<file path="src/rtl/fetch_stage_ctrl.sv">
// Fetch stage: owns the PC and the IF/ID buffer, and applies hazard-unit
// stall/flush controls, EX-stage branch redirects and a halt-on-opcode state.
module fetch_stage_ctrl #(
    parameter int              PC_W     = 16,
    parameter int              INSTR_W  = 16,
    parameter logic [PC_W-1:0] RESET_PC = '0,
    parameter logic [3:0]      HALT_OP  = 4'hF,
    parameter int              CNT_W    = 16
) (
    input  logic               clk,
    input  logic               rst,
    input  logic               pc_pause,
    input  logic               if_id_hold,
    input  logic               if_id_flush,
    input  logic               branch_taken,
    input  logic [PC_W-1:0]    branch_target,
    input  logic [INSTR_W-1:0] imem_instr,
    output logic [PC_W-1:0]    pc,
    output logic [INSTR_W-1:0] if_id_instr,
    output logic [PC_W-1:0]    if_id_pc,
    output logic               if_id_valid,
    output logic               halted,
    output logic [CNT_W-1:0]   stall_count,
    output logic [CNT_W-1:0]   flush_count
);

    localparam logic [0:0] ST_RUN  = 1'b0;
    localparam logic [0:0] ST_HALT = 1'b1;

    logic [0:0] state;
    logic       normal_load;
    logic       halt_trigger;

    // A halt opcode only counts when it is actually captured into IF/ID.
    assign normal_load  = !if_id_hold && !if_id_flush;
    assign halt_trigger = normal_load && (imem_instr[INSTR_W-1 -: 4] == HALT_OP);
    assign halted       = (state == ST_HALT);

    always_ff @(posedge clk) begin
        if (rst) begin
            state       <= ST_RUN;
            pc          <= RESET_PC;
            if_id_instr <= '0;
            if_id_pc    <= '0;
            if_id_valid <= 1'b0;
            stall_count <= '0;
            flush_count <= '0;
        end else if (branch_taken) begin
            state       <= ST_RUN;
            pc          <= branch_target;
            if_id_instr <= '0;
            if_id_valid <= 1'b0;
            if (flush_count != '1)
                flush_count <= flush_count + CNT_W'(1);
        end else if (state == ST_HALT) begin
            if_id_instr <= '0;
            if_id_valid <= 1'b0;
        end else begin
            // Hold wins over flush: the load-use bubble belongs in ID/EX.
            if (if_id_hold) begin
                if (stall_count != '1)
                    stall_count <= stall_count + CNT_W'(1);
            end else if (if_id_flush) begin
                if_id_instr <= '0;
                if_id_valid <= 1'b0;
                if (flush_count != '1)
                    flush_count <= flush_count + CNT_W'(1);
            end else begin
                if_id_instr <= imem_instr;
                if_id_pc    <= pc;
                if_id_valid <= 1'b1;
                if (halt_trigger)
                    state <= ST_HALT;
            end
            if (!pc_pause && !halt_trigger)
                pc <= pc + PC_W'(2);
        end
    end

endmodule

</file>
<file path="config.mk">
export PLATFORM = sky130hd
export DESIGN_NAME = fetch_stage_ctrl
export DESIGN_NICKNAME = d
export VERILOG_FILES = /design/src/rtl/fetch_stage_ctrl.sv
export SDC_FILE = /design/constraint.sdc
export NUM_CORES = 1
export LEC_CHECK = 0
export CAP_MARGIN = 20
export CORE_MARGIN = 8
export CORE_UTILIZATION = 46
export DETAILED_ROUTE_END_ITERATION = 8
export GPL_TIMING_DRIVEN = 0
export PLACE_DENSITY = 0.8
export RECOVER_POWER = 100
export SLEW_MARGIN = 40
export SYNTH_ARGS = -nofsm -noshare
export SYNTH_HDL_FRONTEND = slang
export SYNTH_SLANG_ARGS = --single-unit
</file>
<file path="constraint.sdc">
create_clock -name clk -period 2.7 [get_ports clk]
set_clock_uncertainty 0.05 [all_clocks]
set_input_delay 0.54 -clock clk [delete_from_list [all_inputs] [get_ports clk]]
set_output_delay 0.54 -clock clk [all_outputs]
set_load 0.005 [all_outputs]
</file>
==> results.md <==
- Post-synth EDFFs: 0
- Mux contribution to synthesized area: 3.19%
- Worst Setup SP: if_id_flush
- Sw frac: roughly 25%
- Avg Cell Area, Syn: about 8.4 µm²
- Synthesized flop and latch total: 82
- Clk pwr share: roughly 37%
- # DRC: 0
- Synth-to-layout area growth: 41.2%
- Slowest-stage cell, CP: clkdlybuf4s50_1
- List of most frequent post-synthesis cells: dfxtp_1 (82), nand2_1 (49), a21oi_1 (45)
- Flop pwr share: 52.5%
- Die height: 107 µm
- Routed Antenna Nets: 0
- Initial Util: 46.6%
- Pwr dens: 458 nW/µm²
- Total net switching power: 0.000597 W
- Count leader, synth: dfxtp_1
- Share of total power in combinational logic: between 10% and 20%
- ANT cells: 0
- Total grt overflow: 0
- Core Region: 8090 µm²
- Min Tclk post-route: 2.57 ns
- Area of the multi-input gates: 2020 µm²
- Final instance area: 5320 µm²
- Synth top area cells: dfxtp_1 (44%), a21oi_1 (6.0%), nand2_1 (4.9%)
- Area leader, netlist: dfxtp_1
- Slew headroom: 49.7%
- GRT Total Usage: 19.5%
- Top_reg_cell synth: dfxtp_1
- Cell row count: 33
- CP Max Fanout: 8
- CTS Buf Count: 9
- Clock slew at reported path FFs: approximately 0.080 ns
- Yosys cell types: 45
- Dpl cells: 675
- Fin cells: ~690
- # IOs: 120
- Post-synth ARST share: 0%
- Int Power: 0.00184 W
- Via density: 5.63
- Root Driver: clkbuf_8
- Cell family with the largest share of critical-path delay: compound AO/OA/AOI/OAI gates
- Critical Path RT: ~2.9 ns
- Placed Area: a little over 5000 µm²
- Avg WL per Cell: 16.1 µm
- Slowest stage delay, CP: 0.60 ns
- Reg area: 1640 µm²
- Clk buf depth: 2
- IO buf count: between 100 and 150
- Top-area cell type share of the netlist area: 43.6%
- Mapped Cells: 451
- Syn nets: around 500
- CTS H-tree lvls: 3
- Final hold vios: 0
- Startpoint class of the critical path: input pin
- Worst-Margin Slew: 0.748 ns
- Die area: around 11000 µm²
- Crit path cell chain: clkdlybuf4s50_1, and4b_1, buf_6, a2111o_1, or4_1, a311oi_1
- Clk sinks: 82
- Total of max-cap violations: 0
- Synth Cell Area: 3770 µm²
- Final Cycle Share: 95.3%
- Initial antenna violation count: 0
- Die Span X: 107 µm
- Status: finished, final reports clean
- Vias after detailed routing: 3887
- Synth Warn #: 0
- Fill count: 730
- Critical Path AT: 2.77 ns
- Achievable Freq: between 0.3 and 0.4 GHz
- Worst min path class: reg2reg
- Register area share after synthesis: between 40 and 50%
- P_leak: around 2.0 nW
- GP Congestion: 0.822
- Hold wc startpoint: if_id_pc[3]
- Hold_buf cts: 0
- First-pass detailed-route iteration total: 5
- Post-synthesis simple-gate area fraction: 27.4%
- Worst skew pair latency: 0.35 ns
- RSZ-0062 raised after global routing: false
- Critical path class: in2reg
- VDD IR max: 0.000373 V
- Crit path buf inv count: 2
- Compound-cell area share of the yosys netlist: 20.1%
- Largest family of logic cells by synthesized area: simple AND/OR/NAND/NOR gates
- # setup viols final: 0
- Largest net degree at the start of global routing: 13
- First-pass GRT wire length: roughly 18 mm
- HPWL after detailed placement: between 8 and 9 mm
- Post-synthesis adder-cell area fraction: 0.996%
- Reg2reg start: pc[1]
- NumNets Final: approximately 620
- Crit path capture type: register
- Layout cell share with drive strength beyond 1: 5.63%
- WL final: 11.1 mm
- Iteration-0 DRC Markers: 172
- CTS tree: yes
- Vias in the first global route: 3777
- Xor and xnor area share after synthesis: about 1.2%
- Fin. max-slew vios: 0
[cells by family (layout without fill, tap and decap cells)]
| logic type | count (synthesis) | in the layout |
|---|---|---|
| AOI/OAI and AO/OA | 117 | 117 |
| xor gates and xnor gates | 5 | 5 |
| adders and majority gates | 3 | 3 |
| buffers and inverters | 34 | 169 |
| DFF | 82 | 82 |
| muxes | 11 | 11 |
| and+or+nand+nor | 199 | 199 |
[worst paths after layout]
| path | cells after the start | end | slack (ns) |
|---|---|---|---|
| max reg2reg | 6 | pc[13] | 0.58 |
| min reg2reg | 2 | if_id_pc[3] | 0.40 |
| max | 6 | pc[8] | 0.13 |
| min | 2 | if_id_pc[3] | 0.40 |
[cell type report]
class	instances	share of cell area, %
multi-input cells	335	37.9
flip-flops and latches	82	30.9
repair buffers	119	22.4
clock buffers	15	3.69
well taps	105	2.47
plain buffers	23	1.79
inverters	11	0.776
clock inverters	1	0.0941
[power by group through the flow]
stage	sequential [W]	clock (W)	combinational (W)
after floorplan	0.00130	0	0.000116
after global placement	0.00131	0	0.000272
after global routing	0.00128	0.000950	0.000295
after CTS	0.00128	0.000902	0.000281
after detailed placement	0.00131	0	0.000279
final	0.00128	0.000892	0.000267
[stage by stage]
stage	setup TNS [ns]	setup slack, ns	total power, W	util (%)	hold WS [ns]
after global placement	-1.35	-0.124	0.00158	62.9	0.392
after detailed placement	-2.73	-0.314	0.00159	63.1	0.398
after global routing	0	0.0421	0.00253	65.7	0.417
after CTS	0	0.0458	0.00246	65.6	0.409
after floorplan	0	0.608	0.00142	-	0.403
final	0	0.128	0.00244	65.7	0.402
[routing by layer]
| layer | GRT usage, % | part of all wire, % |
|---|---|---|
| met1 | 22.4 | 42 |
| met2 | 33.6 | 49 |
| met3 | 5.99 | 7.5 |
| met4 | 6.83 | 1.6 |
| met5 | 0 | 0 |
[sequential cells by signal (all words and copies together) (netlist names)]
signal,count
if_id_valid,1
flush_count,16
halted,1
pc,16
if_id_pc,16
if_id_instr,16
stall_count,16
[worst reg2reg max path, delay by kind of cell (launching register included)]
| kind | cells | cell delay [ns] |
|---|---|---|
| flip-flops | 1 | 0.47 |
| AND/OR/NAND/NOR | 2 | 0.77 |
| adder cells (fa/ha/maj) | 1 | 0.22 |
| AO/OA/AOI/OAI | 1 | 0.28 |
| buffers and inverters | 2 | 0.24 |
[placed cells by master (no fill, tap or decap), drive strengths merged, types with 9 or more instances in the layout]
master / n
nor2b: 9
inv: 11
dfxtp: 82
or3: 11
o31ai: 20
or4: 20
a211oi: 12
nor2: 44
dlygate4sd3: 85
nand3: 15
nand4: 10
a21oi: 45
clkdlybuf4s50: 34
nor4: 9
clkbuf: 35
nand2: 49
a22oi: 14
[repair_timing]
action                                  4_1_cts  5_1_grt
resized for setup                             0        1
hold endpoints to repair                      0        0
setup buffers                                 0        0
endpoints found under the setup margin        0        4
Power figures use the tool's default switching activity.
